`src/rtl/systolic_pkg.sv`:
```
// Shared types and helpers for the systolic operand feeder.
package systolic_pkg;

    typedef enum logic [1:0] {
        IDLE      = 2'd0,
        STREAM    = 2'd1,
        WAIT_DONE = 2'd2
    } feeder_state_t;

    // Number of skewed slices needed to push an N x N operand through the array.
    function automatic int steps_for(input int size);
        return 2 * size - 1;
    endfunction

    // Bit offset of a lane inside a packed stream word.
    function automatic int lane_pack(input int lane, input int width);
        return lane * width;
    endfunction

endpackage

```
`src/rtl/systolic_matrix_feeder_skew_lane_mux.sv`:
```
// Picks element (t - LANE) of a stored row/column for one skewed lane, zero outside the matrix.
// Purely combinational.
module skew_lane_mux
    import systolic_pkg::*;
#(
    parameter int SIZE   = 2,
    parameter int WIDTHx = 8,
    parameter int LANE   = 0,
    parameter int TW     = 2
) (
    input  logic [TW-1:0]          t_i,
    input  logic [SIZE*WIDTHx-1:0] vec_i,
    output logic [WIDTHx-1:0]      elem_o
);

    always_comb begin
        elem_o = '0;
        for (int k = 0; k < SIZE; k++) begin
            if (int'(t_i) == LANE + k) begin
                elem_o = vec_i[lane_pack(k, WIDTHx) +: WIDTHx];
            end
        end
    end

endmodule

```
`src/rtl/systolic_matrix_feeder.sv`:
```
// Captures an A/B matrix pair, replays it as diagonally skewed zero-padded slices, then waits for done_i.
// Optional WAIT_DONE watchdog with sticky timeout_o under SYSTOLIC_FEEDER_TIMEOUT_EN.
module systolic_matrix_feeder
    import systolic_pkg::*;
#(
    parameter int SIZE    = 2,
    parameter int WIDTHx  = 8,
    parameter int TIMEOUT = 64
) (
    input  logic                     clock,
    input  logic                     nreset,
    input  logic                     mat_valid_i,
    output logic                     mat_ready_o,
    input  logic [WIDTHx-1:0]        a_matrix_i [SIZE][SIZE],
    input  logic [WIDTHx-1:0]        b_matrix_i [SIZE][SIZE],
    output logic                     valid_o,
    output logic [WIDTHx*SIZE-1:0]   a_stream_o,
    output logic [WIDTHx*SIZE-1:0]   b_stream_o,
    input  logic                     done_i,
    output logic                     busy_o
`ifdef SYSTOLIC_FEEDER_TIMEOUT_EN
    ,
    output logic                     timeout_o
`endif
);

    localparam int STEPS = steps_for(SIZE);
    localparam int TW    = $clog2(2 * SIZE);

    feeder_state_t             state_q, state_d;
    logic [TW-1:0]             t_q, t_d;
    logic [WIDTHx-1:0]         a_mat_q [SIZE][SIZE];
    logic [WIDTHx-1:0]         a_mat_d [SIZE][SIZE];
    logic [WIDTHx-1:0]         b_mat_q [SIZE][SIZE];
    logic [WIDTHx-1:0]         b_mat_d [SIZE][SIZE];
    logic                      mat_ready_q, valid_q, busy_q;
    logic [WIDTHx*SIZE-1:0]    a_stream_q, b_stream_q;
    logic [WIDTHx*SIZE-1:0]    a_lane_d, b_lane_d;
    logic                      capture;
    logic                      wd_expired;

    assign capture = (state_q == IDLE) && mat_valid_i && mat_ready_q;

    always_comb begin
        state_d = state_q;
        t_d     = t_q;
        a_mat_d = a_mat_q;
        b_mat_d = b_mat_q;
        case (state_q)
            IDLE: begin
                if (capture) begin
                    a_mat_d = a_matrix_i;
                    b_mat_d = b_matrix_i;
                    t_d     = '0;
                    state_d = STREAM;
                end
            end
            STREAM: begin
                if (t_q == TW'(STEPS - 1)) begin
                    state_d = WAIT_DONE;
                end else begin
                    t_d = t_q + TW'(1);
                end
            end
            WAIT_DONE: begin
                if (done_i || wd_expired) begin
                    state_d = IDLE;
                end
            end
            default: state_d = IDLE;
        endcase
    end

    // Lanes are evaluated on next-state values so the registered streams line up with t.
    for (genvar i = 0; i < SIZE; i++) begin : g_lane
        logic [SIZE*WIDTHx-1:0] a_row;
        logic [SIZE*WIDTHx-1:0] b_col;
        logic [WIDTHx-1:0]      a_elem;
        logic [WIDTHx-1:0]      b_elem;

        for (genvar k = 0; k < SIZE; k++) begin : g_pack
            assign a_row[lane_pack(k, WIDTHx) +: WIDTHx] = a_mat_d[i][k];
            assign b_col[lane_pack(k, WIDTHx) +: WIDTHx] = b_mat_d[k][i];
        end

        skew_lane_mux #(.SIZE(SIZE), .WIDTHx(WIDTHx), .LANE(i), .TW(TW)) u_a_mux (
            .t_i    (t_d),
            .vec_i  (a_row),
            .elem_o (a_elem)
        );

        skew_lane_mux #(.SIZE(SIZE), .WIDTHx(WIDTHx), .LANE(i), .TW(TW)) u_b_mux (
            .t_i    (t_d),
            .vec_i  (b_col),
            .elem_o (b_elem)
        );

        assign a_lane_d[lane_pack(i, WIDTHx) +: WIDTHx] = a_elem;
        assign b_lane_d[lane_pack(i, WIDTHx) +: WIDTHx] = b_elem;
    end

    always_ff @(posedge clock or negedge nreset) begin
        if (!nreset) begin
            state_q     <= IDLE;
            t_q         <= '0;
            a_mat_q     <= '{default: '0};
            b_mat_q     <= '{default: '0};
            mat_ready_q <= 1'b1;
            valid_q     <= 1'b0;
            busy_q      <= 1'b0;
            a_stream_q  <= '0;
            b_stream_q  <= '0;
        end else begin
            state_q     <= state_d;
            t_q         <= t_d;
            a_mat_q     <= a_mat_d;
            b_mat_q     <= b_mat_d;
            mat_ready_q <= (state_d == IDLE);
            valid_q     <= (state_d == STREAM) && (t_d == '0) && (state_q == IDLE);
            busy_q      <= (state_d != IDLE);
            a_stream_q  <= (state_d == STREAM) ? a_lane_d : '0;
            b_stream_q  <= (state_d == STREAM) ? b_lane_d : '0;
        end
    end

`ifdef SYSTOLIC_FEEDER_TIMEOUT_EN
    localparam int WDW = $clog2(TIMEOUT + 1);

    logic [WDW-1:0] wd_q, wd_d;
    logic           timeout_q, timeout_d;

    assign wd_expired = (state_q == WAIT_DONE) && !done_i && (wd_q == WDW'(TIMEOUT - 1));

    always_comb begin
        timeout_d = timeout_q;
        wd_d      = '0;
        if (capture) begin
            timeout_d = 1'b0;
        end
        if (wd_expired) begin
            timeout_d = 1'b1;
        end else if ((state_q == WAIT_DONE) && !done_i) begin
            wd_d = wd_q + WDW'(1);
        end
    end

    always_ff @(posedge clock or negedge nreset) begin
        if (!nreset) begin
            wd_q      <= '0;
            timeout_q <= 1'b0;
        end else begin
            wd_q      <= wd_d;
            timeout_q <= timeout_d;
        end
    end

    assign timeout_o = timeout_q;
`else
    assign wd_expired = 1'b0;
`endif

    assign mat_ready_o = mat_ready_q;
    assign valid_o     = valid_q;
    assign busy_o      = busy_q;
    assign a_stream_o  = a_stream_q;
    assign b_stream_o  = b_stream_q;

endmodule

```
`config.mk`:
```
export PLATFORM = sky130hd
export DESIGN_NAME = systolic_matrix_feeder
export DESIGN_NICKNAME = d
export VERILOG_FILES = /design/src/rtl/systolic_pkg.sv /design/src/rtl/systolic_matrix_feeder_skew_lane_mux.sv /design/src/rtl/systolic_matrix_feeder.sv
export SDC_FILE = /design/constraint.sdc
export NUM_CORES = 1
export LEC_CHECK = 0
export ABC_CLOCK_PERIOD_IN_PS = 2100
export CAP_MARGIN = 20
export CORE_ASPECT_RATIO = 1.2
export CORE_MARGIN = 2
export CORE_UTILIZATION = 55
export DETAILED_ROUTE_END_ITERATION = 8
export DONT_BUFFER_PORTS = 1
export PLACE_DENSITY_LB_ADDON = 0.2
export SLEW_MARGIN = 30
export SYNTH_ARGS = -nofsm -noshare
export SYNTH_HDL_FRONTEND = slang
export SYNTH_SLANG_ARGS = --single-unit
```
`constraint.sdc`:
```
create_clock -name clock -period 2.1 [get_ports clock]
set_input_delay 0.21 -clock clock [delete_from_list [all_inputs] [get_ports clock]]
set_output_delay 0.21 -clock clock [all_outputs]
set_load 0.1 [all_outputs]
```
# [Yosys cells after proc, flatten, opt, wreduce, memory -nomap -nowiden]
# Index checks and enable logic that the tools add are counted.
[op_classes] eq_ne=6 addsub=1 mux=21 n_reduce_logical=9
[ops] op="$mux 32" n=4
[ops] op="$mux 8" n=8
[ops] op="$mux 16" n=2
[ops] op="$mux 2" n=5
[ops] op="$eq 2x2->1 const B" n=4
[ops] op="$logic_not 2->1" n=4
[ops] op="$pmux 2 s3" n=1
[ops] op="$eq 2x1->1 const B" n=2
[ops] op="$logic_and 1x1->1" n=4
[ops] op="$pmux 2 s2" n=1
[ops] op="$add 2x1->2 const B" n=1
[ops] op="$reduce_bool 2->1" n=1
[word_totals] wordCells=52 inputBits=68 ff_bits=103

# [Logic depth before layout (Yosys ltp)]
# Gate-level depths: netlist of run 1.
[depth] depth_word=9 depth_mapped=9 ltp_nobuf=7

# [Hierarchy]
# A second synthesis of run 1 with hierarchy kept.
[hier_totals] cells_unflattened=294 area_unflattened_um2=4481.8
[modules_own_cells] mod="systolic_matrix_feeder" cells_per_inst=234 instances=1 area_each_um2=4033.9
[modules_own_cells] mod="skew_lane_mux (g_lane[0].u_a_mux ...)" cells_per_inst=18 instances=2 area_each_um2=125.1
[modules_own_cells] mod="skew_lane_mux (g_lane[1].u_a_mux ...)" cells_per_inst=12 instances=2 area_each_um2=98.8

# [Least setup slack after synthesis of run 1]
# Ideal clock, no wire load.
[synth_timing] path_type="reg-to-reg" startpoint="register mat_ready_q, in the netlist mat_ready_o" endpoint="register a_stream_q[14], in the netlist a_stream_o[14]" t_arrival_ps=1937 t_required_ps=1975 setup_time_ps=125 path_stages_with_launch=7 synth_period_minus_slack_ps=2062 n_path_buf=2 setup_slack_ps=38 cell_sequence="dfstp_2 > a21oi_1 > a211oi_2 > nand2b_1 > buf_4 > buf_6 > o22ai_2"
[synth_via] elab_chain_cells=7
[synth_lines] element="from (decl)" line="systolic_matrix_feeder.sv:36" rtl="logic mat_ready_q, valid_q, busy_q;"
[synth_lines] element="from (signal assigned)" line="systolic_matrix_feeder.sv:118" rtl="mat_ready_q <= (state_d == IDLE);"
[synth_lines] element="$logic_and 1x1->1 *" line="systolic_matrix_feeder.sv:42" rtl="assign capture = (state_q == IDLE) && mat_valid_i && mat_ready_q;"
[synth_lines] element="$mux 2" line="systolic_matrix_feeder.sv:51" rtl="if (capture) begin"
[synth_lines] element="$pmux 2 s2" line="systolic_matrix_feeder.sv:49" rtl="case (state_q)"
[synth_lines] element="$eq 2x2->1" line="systolic_matrix_feeder_skew_lane_mux.sv:19" rtl="if (int'(t_i) == LANE + k) begin"
[synth_lines] element="$mux 8 (2 in series)" line="systolic_matrix_feeder_skew_lane_mux.sv:19"
[synth_lines] element="$mux 16 *" line="systolic_matrix_feeder.sv:121" rtl="a_stream_q <= (state_d == STREAM) ? a_lane_d : '0;"
[synth_lines] element="to (signal assigned)" line="systolic_matrix_feeder.sv:121"
[synth_lines] element="to (decl)" line="systolic_matrix_feeder.sv:37" rtl="logic [WIDTHx*SIZE-1:0] a_stream_q, b_stream_q;"
# Mark *: on every way between the ends. The rest lies on a longest branch, timed or not.

# [Final worst setup path of run 1]
[layout_timing] startpoint="register t_q[0]" endpoint="register a_stream_q[8], in the netlist a_stream_o[8]"
[layout_via] elab_chain_cells=7
[layout_lines] element="from (decl)" line="systolic_matrix_feeder.sv:31" rtl="logic [TW-1:0] t_q, t_d;"
[layout_lines] element="from (signal assigned)" line="systolic_matrix_feeder.sv:115" rtl="t_q <= t_d;"
[layout_lines] element="$add 2x1->2 or $eq 2x2->1 (tied branches)" line="systolic_matrix_feeder.sv:62, systolic_matrix_feeder.sv:59"
[layout_lines] element="$mux 2" line="systolic_matrix_feeder.sv:59" rtl="if (t_q == TW'(STEPS - 1)) begin"
[layout_lines] element="$pmux 2 s2" line="systolic_matrix_feeder.sv:49"
[layout_lines] element="$eq 2x2->1" line="systolic_matrix_feeder_skew_lane_mux.sv:19"
[layout_lines] element="$mux 8 (2 in series)" line="systolic_matrix_feeder_skew_lane_mux.sv:19"
[layout_lines] element="$mux 16 *" line="systolic_matrix_feeder.sv:121"
# Marks and branches as above.

==> results.md, run 1 <==
* Status: complete, but fails checks
* Failing checks: hold timing
* Root Buffer: clkbuf_8
* Met3 wire length at 497 um
* Total gr overflow at 0
* H-tree Lvls at 3
* Max Fclk at 0.5374 GHz
* Startpoint types: flip-flop
* Unrepaired setup endpoints after global routing: false
* Die W at 84.50 um
* Top Layer Used: met4
* Critical path data required time at 2380 ps
* Detailed-route via count at 2408
* R2R depth at 7
* Ys Warns at 0
* Critical path cell sequence: inv_1 -> ha_1 -> and3b_1 -> a211oi_2 -> buf_4 -> nand2_4 -> o22ai_1
* CTS Buffer Depth at 2
* DP Wirelength at 4.986 mm
* Synth Area per Inst at 14.85 sq um
* Routed wire length at 7.986 mm
* First-pass GRT wire length at 13.12 mm
* Detailed Routing Iterations Pass 1 at 3
* Drt drc at 0
* FF-to-FF Start: t_q[0]$_DFF_PN0_
* Distinct cells, synth at 30
* Max-cap check violation count at 0
* Most frequent cells in the layout: dfrtp_1, mux2_4, buf_4
* Total CTS buffers at 9
* Vias in the first global route at 2636
* Clk_skew at 10.74 ps
* # port buffers at 0
* Share of cells above drive strength 1 at 0.3825
* Top Ports at 103
* WS Path Type: flip-flop to flip-flop
* Static leakage power at 0.002468 uW
* Cell count after synthesis at 288
* GP Congestion at 0.7534
* Post-synthesis sequential area ratio at 0.6030
* Post-route ant nets at 0
* Postcts setup bufs at 0
* Tmin final at 1861 ps
* Synthesized Nets at 358
* Slew @ Worst Pin at 386.6 ps
* Drt first-iter violations at 126
* Nets@finish at 431
* Initial core utilization at 0.5612
* CP max stage cell: dfrtp_1
* Fin. max-slew vios at 0
* Die height at 100.6 um
* DR vias/cell at 5.258
* Power Density at 1766 nW/um^2
* DIE AREA at 8500 sq um
* Maximum VDD drop at 1.167 mV
* Cell Area, Synth at 4277 sq um
* Seq cells post-synth at 103
* Clk slew on worst S/H paths at 100 ps
* CTS tree: yes
* Initial antenna violation count at 0
* Terminus of the critical flop-to-flop path: a_stream_o[8]$_DFF_PN0_
* Setup Viol. Count Final at 0
* Largest net degree at the start of global routing at 104
* Layout area overhead at 21.27%
* Slew HR at 0.7423
* Clk sink count at 103
* Final Hold Viols at 103
* Fin util at 0.6806
* R2r setup slk at 240 ps
* Clk_lat worst skew at 360 ps
* Worst hold margin at -466.7 ps
* Crit path capture type: flip-flop
* WL met2 at 3.978 mm
* FP Rows at 35
* CP max FO at 16
* Final period utilization at 0.8862
* Worst Hold Class: input port to async pin
* Worst path arrival time at 2140 ps
* Wire length on met1 at 3.386 mm
* WL per Instance at 17.44 um
* Commonest non-fill, non-tap cell in the layout: dfrtp_1
* # diodes at 0
* Post-Route Setup TNS at 0 ps
* Core area at 7620 sq um
* Max incr delay on CP at 420 ps
* Total Routing Usage GR at 0.1988
-- stage by stage --
| stage | instances | area (sq um) | total power (uW) | setup slack (ps) |
|---|---|---|---|---|
| CTS | 454 | 5146 | 9228 | 209.7 |
| global placement | 407 | 4642 | 7832 | 295.9 |
| floorplan | 288 | 4277 | 7042 | 38.04 |
| global route | 458 | 5186 | 9698 | 141.4 |
| detailed placement | 407 | 4642 | 7929 | 258.5 |
| finish | 458 | 5186 | 9159 | 239.1 |
-- area by class of cell --
| type | instances | area, sq um |
|---|---|---|
| fillers | 538 | 2434 |
| repair buffers | 78 | 723.2 |
| inverters | 6 | 22.52 |
| flip-flops and latches | 103 | 2579 |
| clock inverters | 7 | 70.07 |
| clock buffers | 9 | 123.9 |
| well taps | 92 | 115.1 |
| multi-input cells | 163 | 1553 |
-- registers in the layout, indices dropped and copies added, names as in the netlist --
signal / cells
a_mat_q: 32
b_mat_q: 32
a_stream_o: 16
b_stream_o: 16
state_q: 2
t_q: 2
busy_o: 1
mat_ready_o: 1
valid_o: 1
-- cell usage after synthesis --
cell / instances / area share
a211oi_2: 2 / 0.0059
a21oi_1: 1 / 0.0012
a21oi_2: 1 / 0.0020
a31o_2: 1 / 0.0020
and2_1: 2 / 0.0029
and3b_1: 2 / 0.0041
and4bb_1: 1 / 0.0029
buf_2: 2 / 0.0023
buf_4: 3 / 0.0053
buf_6: 8 / 0.021
clkbuf_1: 3 / 0.0026
dfrtp_1: 102 / 0.60
dfstp_2: 1 / 0.0061
ha_1: 2 / 0.0059
inv_1: 5 / 0.0044
inv_2: 1 / 0.00088
mux2_1: 3 / 0.0079
mux2_2: 20 / 0.053
mux2_4: 41 / 0.14
mux2i_1: 16 / 0.037
nand2_1: 32 / 0.028
nand2_2: 1 / 0.0015
nand2_4: 1 / 0.0026
nand2b_1: 2 / 0.0029
nand3b_1: 1 / 0.0018
nor2_1: 16 / 0.014
nor3_1: 1 / 0.0012
o22ai_1: 6 / 0.0088
o22ai_2: 10 / 0.029
or2_2: 1 / 0.0015
-- how the worst max path moves through the flow --
stage	to	startpoint
final	a_stream_o[8]$_DFF_PN0_	t_q[0]$_DFF_PN0_
after global routing	a_stream_o[14]$_DFF_PN0_	t_q[0]$_DFF_PN0_
after CTS	a_stream_o[8]$_DFF_PN0_	t_q[0]$_DFF_PN0_
after detailed placement	a_stream_o[8]$_DFF_PN0_	t_q[0]$_DFF_PN0_
after global placement	a_stream_o[8]$_DFF_PN0_	t_q[0]$_DFF_PN0_
after floorplan	a_stream_o[14]$_DFF_PN0_	mat_ready_o$_DFF_PN1_
-- critical path, delay by kind of cell (launching register included) --
family / cells / cell delay, ps
adder cells (fa/ha/maj): 1 / 290
buffers and inverters: 2 / 280
flip-flops: 1 / 420
AO/OA/AOI/OAI: 2 / 480
AND/OR/NAND/NOR: 2 / 330
-- power by group --
| part | internal [uW] | leakage, uW | switching (uW) | total [uW] |
|---|---|---|---|---|
| clock network | 554 | 0.0000998 | 671 | 1230 |
| registers | 2830 | 0.00128 | 272 | 3100 |
| logic | 2010 | 0.00109 | 2820 | 4840 |
| total | 5390 | 0.00247 | 3770 | 9160 |
-- logic make-up (layout without fill, tap and decap cells) --
family                     count (synthesis)  after routing  synth area share
AOI/OAI and AO/OA                         21             21           0.04915
and+or+nand+nor                           60             60           0.06349
buffers and inverters                     22            100           0.03657
DFF                                      103            103            0.6030
adders and majority gates                  2              2          0.005850
muxes                                     80             80            0.2420
-- what timing repair did --
action,in CTS,in global routing
gates resized for setup,0,0
hold endpoints to repair,134,107
hold buffers,31,4
-- routing by layer --
layer / track usage / vias up
li1: - / 1128
met1: 0.2589 / 1201
met2: 0.3240 / 68
met3: 0.05160 / 11
met4: 0.07326 / 0
met5: 0 / -
No activity file was read; power rests on OpenSTA's default activity.
==> run 2: changes to the inputs <==
--- a/config.mk
+++ b/config.mk
@@ -5,6 +5,7 @@
 export SDC_FILE = /design/constraint.sdc
 export NUM_CORES = 1
 export LEC_CHECK = 0
+export ABC_AREA = 1
 export ABC_CLOCK_PERIOD_IN_PS = 2100
 export CAP_MARGIN = 20
 export CORE_ASPECT_RATIO = 1.2
==> run 2 against run 1 <==
Net effect:
- the run still ends with hold timing left
- combinational power rose by 2%
- first-iteration DRC count rose by 3.2%
- clock skew rose by 1.4 ps
- die area rose by 0.48%
- global-route usage rose by 2.9 points
- final cell count rose by 48%
- sequential share of layout area fell by 0.43 points
- fmax fell by 3.9%
- synthesized area rose by 0.50%
- flip-flop and latch count did not move
- wire length rose by 15%
- largest power group unchanged
- highest routed layer unchanged
==> results.md, run 2 <==
* Initial core utilization at 0.5640 (was 0.5612)
* DP Wirelength at 6.213 mm (was 4.986 mm)
* Tmin final at 1937 ps (was 1861 ps)
* Commonest non-fill, non-tap cell in the layout: nand2_1 (was dfrtp_1)
* FP Rows at 35 (unchanged)
* CTS tree: yes (unchanged)
* Status: complete, but fails checks (unchanged)
* Switching Share at 0.4964 (was 0.4111)
* DIE AREA at 8540 sq um (was 8500 sq um)
* Drt first-iter violations at 130 (was 126)
* Seq pwr share at 0.332 (was 0.338)
* Core area at 7620 sq um (unchanged)
* Final period utilization at 0.9226 (was 0.8862)
* Cell-internal power at 4585 uW (was 5394 uW)
* Detailed-route via count at 3355 (was 2408)
* # fillers at 631 (was 538)
* Initial antenna violation count at 0 (unchanged)
* Slew @ Worst Pin at 501.4 ps (was 386.6 ps)
* Share of cells above drive strength 1 at 0.1312 (was 0.3825)
* Async SR Flop Fraction at 1.000 (unchanged)
* Post-synth EDFFs at 0 (unchanged)
* Total gr overflow at 0 (unchanged)
* Combinational fraction of design power at 0.542 (was 0.528)
* Cell count after synthesis at 509 (was 288)
* Critical path data required time at 2370 ps (was 2380 ps)
* WS Path Type: flip-flop to flip-flop (unchanged)
* Setup Viol. Count Final at 0 (unchanged)
* Worst hold margin at -471.9 ps (was -466.7 ps)
* Most frequent cells in the layout: nand2_1, dfrtp_1, inv_1 (was dfrtp_1, mux2_4, buf_4)
* Resized cells post-CTS at 0 (unchanged)
* Clk_skew at 12.10 ps (was 10.74 ps)
* Synthesized Nets at 579 (was 358)
* Sw power at 4518 uW (was 3765 uW)
* Seq cells post-synth at 103 (unchanged)
* Distinct cells, synth at 21 (was 30)
* Power Density at 1740 nW/um^2 (was 1766 nW/um^2)
* CTS Buffer Depth at 2 (unchanged)
* Design area at 5231 sq um (was 5186 sq um)
* Unrepaired setup endpoints after global routing: false (unchanged)
* Total CTS buffers at 9 (unchanged)
* Drt drc at 0 (unchanged)
* Max Fclk at 0.5162 GHz (was 0.5374 GHz)
* Top Ports at 103 (unchanged)
* WL per Instance at 13.57 um (was 17.44 um)
* Synth top cells by count: nand2_1, dfrtp_1, inv_1 (was dfrtp_1, mux2_4, nand2_1)
* Post-DP Area at 4633 sq um (was 4642 sq um)
* Clk_lat worst skew at 360 ps (about the same)
* Clk sink count at 103 (unchanged)
* Maximum VDD drop at 1.159 mV (was 1.167 mV)
* H-tree Lvls at 3 (unchanged)
* Vias in the first global route at 3436 (was 2636)
* Synth Flop Type: dfrtp_1 (unchanged)
* # port buffers at 0 (unchanged)
* Final Hold Viols at 103 (unchanged)
* Largest regs: a_mat_q: 32 flops, b_mat_q: 32 flops (unchanged)
* First-pass GRT wire length at 15.37 mm (was 13.12 mm)
* Total Routing Usage GR at 0.2273 (was 0.1988)
* Count leader, synth: nand2_1 (was dfrtp_1)
* Layout area overhead at 21.72% (was 21.27%)
* GP Congestion at 0.7689 (was 0.7534)
* Top post-synthesis cells by area: dfrtp_1, nand2_1, inv_1, nor2_1, nand3_1 (was dfrtp_1, mux2_4, mux2_2, mux2i_1, o22ai_2)
* Worst Hold Class: input port to async pin (unchanged)
* Worst path arrival time at 2200 ps (was 2140 ps)
* Nets@finish at 652 (was 431)
* Synth top area share at 0.5939 (was 0.5968)
* # diodes at 0 (unchanged)
* Post-Route Setup TNS at 0 ps (unchanged)
* Largest net degree at the start of global routing at 104 (unchanged)
* CP max FO at 54 (was 16)
* DR vias/cell at 4.941 (was 5.258)
* Static leakage power at 0.002871 uW (was 0.002468 uW)
* Fin util at 0.6865 (was 0.6806)
* Failing checks: hold timing (unchanged)
* Die W at 84.70 um (was 84.50 um)
* Synth Area per Inst at 8.444 sq um (was 14.85 sq um)
* Post-synthesis sequential area ratio at 0.6000 (was 0.6030)
* Routed wire length at 9.213 mm (was 7.986 mm)
* Fin. max-slew vios at 0 (unchanged)
* Clock power share at 0.125 (was 0.134)
* Post-route ant nets at 0 (unchanged)
* Slew HR at 0.6657 (was 0.7423)
* Startpoint types: flip-flop (unchanged)
* Detailed Routing Iterations Pass 1 at 4 (was 3)
* Max-cap check violation count at 0 (unchanged)
* Cell Area, Synth at 4298 sq um (was 4277 sq um)
* Root Buffer: clkbuf_8 (unchanged)
* Crit path capture type: flip-flop (unchanged)
* Clk slew on worst S/H paths at 100 ps (about the same)
* Die height at 100.8 um (was 100.6 um)
* Dominant cell type by area after synthesis: dfrtp_1 (unchanged)
* Ys Warns at 0 (unchanged)
==> run 2: metrics by stage <==
step	total power, uW	setup WS, ps	instances
after floorplan	6910	157.6	509
after global placement	7806	191.5	621
after detailed placement	7933	128.4	621
after CTS	9141	111.0	676
after global routing	9845	20.94	679
final	9103	162.6	679
==> run 2: area by class of cell <==
class,instances,area (sq um),share of cell area
clock buffer,10,137.6,0.02631
clock inverter,6,45.04,0.008610
inverter,55,206.4,0.03946
multi-input combinational,328,1398,0.2672
sequential,103,2579,0.4929
tap,92,115.1,0.02200
timing repair buffer,85,750.7,0.1435
==> run 2: kinds of logic after synthesis <==
group | after synthesis | share of synthesized area
fa+ha+maj | 2 | 0.005821
buf+inv | 78 | 0.07656
simple gates | 292 | 0.2748
flops | 103 | 0.6000
compound gates | 34 | 0.04280
==> run 2: routing by layer <==
metal,vias to the layer above,global-route usage,part of all wire
met4,0,0.08181,0.018
met5,-,0,0
met3,12,0.04341,0.050
met1,1580,0.2736,0.42
met2,82,0.4076,0.51
li1,1681,-,-
==> run 2: critical path: stages, from the launching register on <==
cell,delay [ps]
dfstp_2,540
nand2_1,140
inv_1,140
nand2_2,90
buf_4,300
o21ai_0,350
nand3_1,140
nand2_1,80
nor2_1,50
==> run 2: path summary, 6_finish.rpt <==
| check | start | to | slack, ps | cells after the start |
|---|---|---|---|---|
| worst max-delay path | mat_ready_o$_DFF_PN1_ | a_stream_o[15]$_DFF_PN0_ | 160 | 8 |
| worst min-delay path | nreset | a_mat_q[9]$_DFF_PN0_ | -470 | 0 |
| worst max register to register | mat_ready_o$_DFF_PN1_ | a_stream_o[15]$_DFF_PN0_ | 160 | 8 |
| worst min register to register | a_mat_q[16]$_DFF_PN0_ | a_mat_q[16]$_DFF_PN0_ | 480 | 2 |
| max in group asynchronous | nreset | mat_ready_o$_DFF_PN1_ | 2310 | 0 |
| min in group clock | a_matrix_i[24] | a_mat_q[24]$_DFF_PN0_ | 10 | 2 |
==> run 2: what timing repair did <==
item,in CTS,in global routing
hold endpoints to repair,142,104
endpoints found under the setup margin,0,1
hold buffers,39,1
buffers inserted,0,2
==> run 2: power groups by stage <==
stage	Combinational, uW	Sequential [uW]	Clock (uW)
after floorplan	2700	4210	0
after global placement	4760	3040	0
after detailed placement	4870	3070	0
after CTS	4950	3030	1170
after global routing	5500	3100	1240
final	4940	3020	1140
==> run 3: changes to the inputs <==
==> constraint.sdc (replaced) <==
create_clock -name clock -period 2.1 [get_ports clock]
set_input_delay 0 -clock clock [delete_from_list [all_inputs] [get_ports clock]]
set_output_delay 0 -clock clock [all_outputs]
set_load 0.1 [all_outputs]
==> run 3 against run 2 <==
Net effect:
- the run still ends with hold timing left
- power grew 1.6%
- clock power increased by 31%
- first-iteration DRC count up 48%
- critical path depth decreased by 1
- sequential power is 38% higher
- clock skew is 3.7 ps lower
- register-to-register slack better by 40 ps
==> results.md, run 3 (synthesis gave the netlist of run 2 again) <==
* Initial core utilization at 0.5640 (unchanged)
* Slew @ Worst Pin at 906.2 ps (was 501.4 ps)
* Status: complete, but fails checks (unchanged)
* Static leakage power at 0.002825 uW (was 0.002871 uW)
* Unrepaired setup endpoints after global routing: false (unchanged)
* Worst hold margin at -675.3 ps (was -471.9 ps)
* Terminus of the critical flop-to-flop path: a_stream_o[3]$_DFF_PN0_ (was a_stream_o[15]$_DFF_PN0_)
* First-pass GRT wire length at 15.70 mm (was 15.37 mm)
* R2R depth at 7 (was 8)
* # fillers at 606 (was 631)
* DP Wirelength at 5.952 mm (was 6.213 mm)
* Combinational fraction of design power at 0.388 (was 0.542)
* Nets@finish at 642 (was 652)
* Die W at 84.70 um (unchanged)
* Maximum VDD drop at 0.9286 mV (was 1.159 mV)
* Dpl ws at 124.3 ps (was 128.4 ps)
* Post-Route Setup TNS at 0 ps (unchanged)
* R2r setup slk at 210 ps (was 160 ps)
* Area occupied by multi-input gates at 1398 sq um (unchanged)
* Clk sink count at 103 (unchanged)
* Post-route ant nets at 0 (unchanged)
* Max-cap check violation count at 0 (unchanged)
* Final period utilization at 0.9015 (was 0.9226)
* Final Hold Viols at 103 (unchanged)
* Commonest non-fill, non-tap cell in the layout: nand2_1 (unchanged)
* Cell-internal power at 4752 uW (was 4585 uW)
* WL per Instance at 14.37 um (was 13.57 um)
* FP Rows at 35 (unchanged)
* Detailed-route via count at 3329 (was 3355)
* Hold-fix buffers, CTS at 65 (was 39)
* Most frequent cells in the layout: nand2_1, dfrtp_1, dlygate4sd3_1 (was nand2_1, dfrtp_1, inv_1)
* Clk slew on worst S/H paths at 90 ps (was 100 ps)
* Crit path capture type: flip-flop (unchanged)
* Fin util at 0.6915 (was 0.6865)
* Largest net degree at the start of global routing at 104 (unchanged)
* Power Density at 1755 nW/um^2 (was 1740 nW/um^2)
* Clk_skew at 8.437 ps (was 12.10 ps)
* Routed wire length at 9.602 mm (was 9.213 mm)
* FF-to-FF Start: t_q[0]$_DFF_PN0_ (was mat_ready_o$_DFF_PN1_)
* Failing checks: hold timing (unchanged)
* Layout area overhead at 22.59% (was 21.72%)
* # port buffers at 0 (unchanged)
* Switching Share at 0.4861 (was 0.4964)
* Worst Slack Setup Final at 206.9 ps (was 162.6 ps)
* CP max FO at 16 (was 54)
* CTS Buffer Depth at 2 (unchanged)
* Die height at 100.8 um (unchanged)
* Worst Hold Class: input port to async pin (unchanged)
* Drt first-iter violations at 192 (was 130)
* Top Ports at 103 (unchanged)
* Seq pwr share at 0.451 (was 0.332)
* Vias in the first global route at 3357 (was 3436)
* Core area at 7620 sq um (unchanged)
* Setup Viol. Count Final at 0 (unchanged)
* Initial antenna violation count at 0 (unchanged)
* Clk_lat worst skew at 360 ps (about the same)
* FF+latch area at 2579 sq um (unchanged)
* Total CTS buffers at 9 (unchanged)
* Root Buffer: clkbuf_8 (unchanged)
* CTS tree: yes (unchanged)
* Slew HR at 0.3963 (was 0.6657)
* DR vias/cell at 4.984 (was 4.941)
* Share of cells above drive strength 1 at 0.06944 (was 0.1312)
* Detailed Routing Iterations Pass 1 at 6 (was 4)
* Worst path arrival time at 2180 ps (was 2200 ps)
* Total Routing Usage GR at 0.2340 (was 0.2273)
* Startpoint types: flip-flop (unchanged)
* WS Path Type: flip-flop to flip-flop (unchanged)
* GP Congestion at 0.7886 (was 0.7689)
* H-tree Lvls at 3 (unchanged)
* Tmin final at 1893 ps (was 1937 ps)
* # diodes at 0 (unchanged)
* Total gr overflow at 0 (unchanged)
* Clock power share at 0.161 (was 0.125)
* Sw power at 4495 uW (was 4518 uW)
* DIE AREA at 8540 sq um (unchanged)
* Drt drc at 0 (unchanged)
* Max Fclk at 0.5282 GHz (was 0.5162 GHz)
* Fin. max-slew vios at 0 (unchanged)
* Largest regs: a_mat_q: 32 flops, b_mat_q: 32 flops (unchanged)
* Critical path data required time at 2390 ps (was 2370 ps)
==> run 3: through the flow <==
stage               power, uW  instances  area (sq um)
floorplan                6910        509          4298
global placement         7551        587          4365
detailed placement       7670        587          4365
CTS                      9261        667          5261
global route             9956        668          5269
finish                   9247        668          5269
==> run 3: how the worst max path moves through the flow <==
stage / startpoint / end / slack, ps / cells past startpoint
finish: t_q[0]$_DFF_PN0_ / a_stream_o[3]$_DFF_PN0_ / 210 / 7
floorplan: mat_ready_o$_DFF_PN1_ / a_stream_o[4]$_DFF_PN0_ / 160 / 9
detailed placement: t_q[0]$_DFF_PN0_ / a_stream_o[3]$_DFF_PN0_ / 120 / 7
CTS: t_q[0]$_DFF_PN0_ / a_stream_o[3]$_DFF_PN0_ / 120 / 7
global route: t_q[0]$_DFF_PN0_ / a_stream_o[3]$_DFF_PN0_ / 60 / 7
global placement: t_q[0]$_DFF_PN0_ / a_stream_o[1]$_DFF_PN0_ / 160 / 7
==> run 3: layout make-up <==
class	count	share of cell area
clock buffer	12	0.02945
multi-input combinational	328	0.2653
inverter	55	0.03918
sequential	103	0.4894
clock inverter	3	0.01710
timing repair buffer	75	0.1377
tap	92	0.02185
==> run 3: power groups by stage <==
stage | sequential [uW] | combinational, uW | clock [uW]
3_5_place_dp | 4210 | 3460 | 0
2_1_floorplan | 4210 | 2700 | 0
4_1_cts | 4170 | 3580 | 1510
5_1_grt | 4240 | 4130 | 1590
3_3_place_gp | 4190 | 3360 | 0
6_report | 4170 | 3590 | 1490
==> run 3: critical path, stage by stage, from the launching register on <==
cell and delay [ps]:
dfrtp_1 410, inv_1 80, ha_1 290, nand2_1 100, nand3_2 260, nor2_4 410
o21ai_0 170, nor2_1 110
==> run 3: timing repair <==
| action | in CTS | in global routing |
|---|---|---|
| endpoints found under the setup margin | 0 | 6 |
| hold endpoints to repair | 200 | 103 |
| setup buffers | 0 | 1 |
| resized for setup | 0 | 0 |
==> run 3: routing by layer <==
layer | wire length (um) | global-route usage | vias to the layer above
li1 | - | - | 1662
met1 | 4069 | 0.2857 | 1561
met2 | 4976 | 0.4222 | 94
met3 | 476 | 0.05405 | 12
met4 | 80 | 0.05617 | 0
met5 | 0 | 0 | -
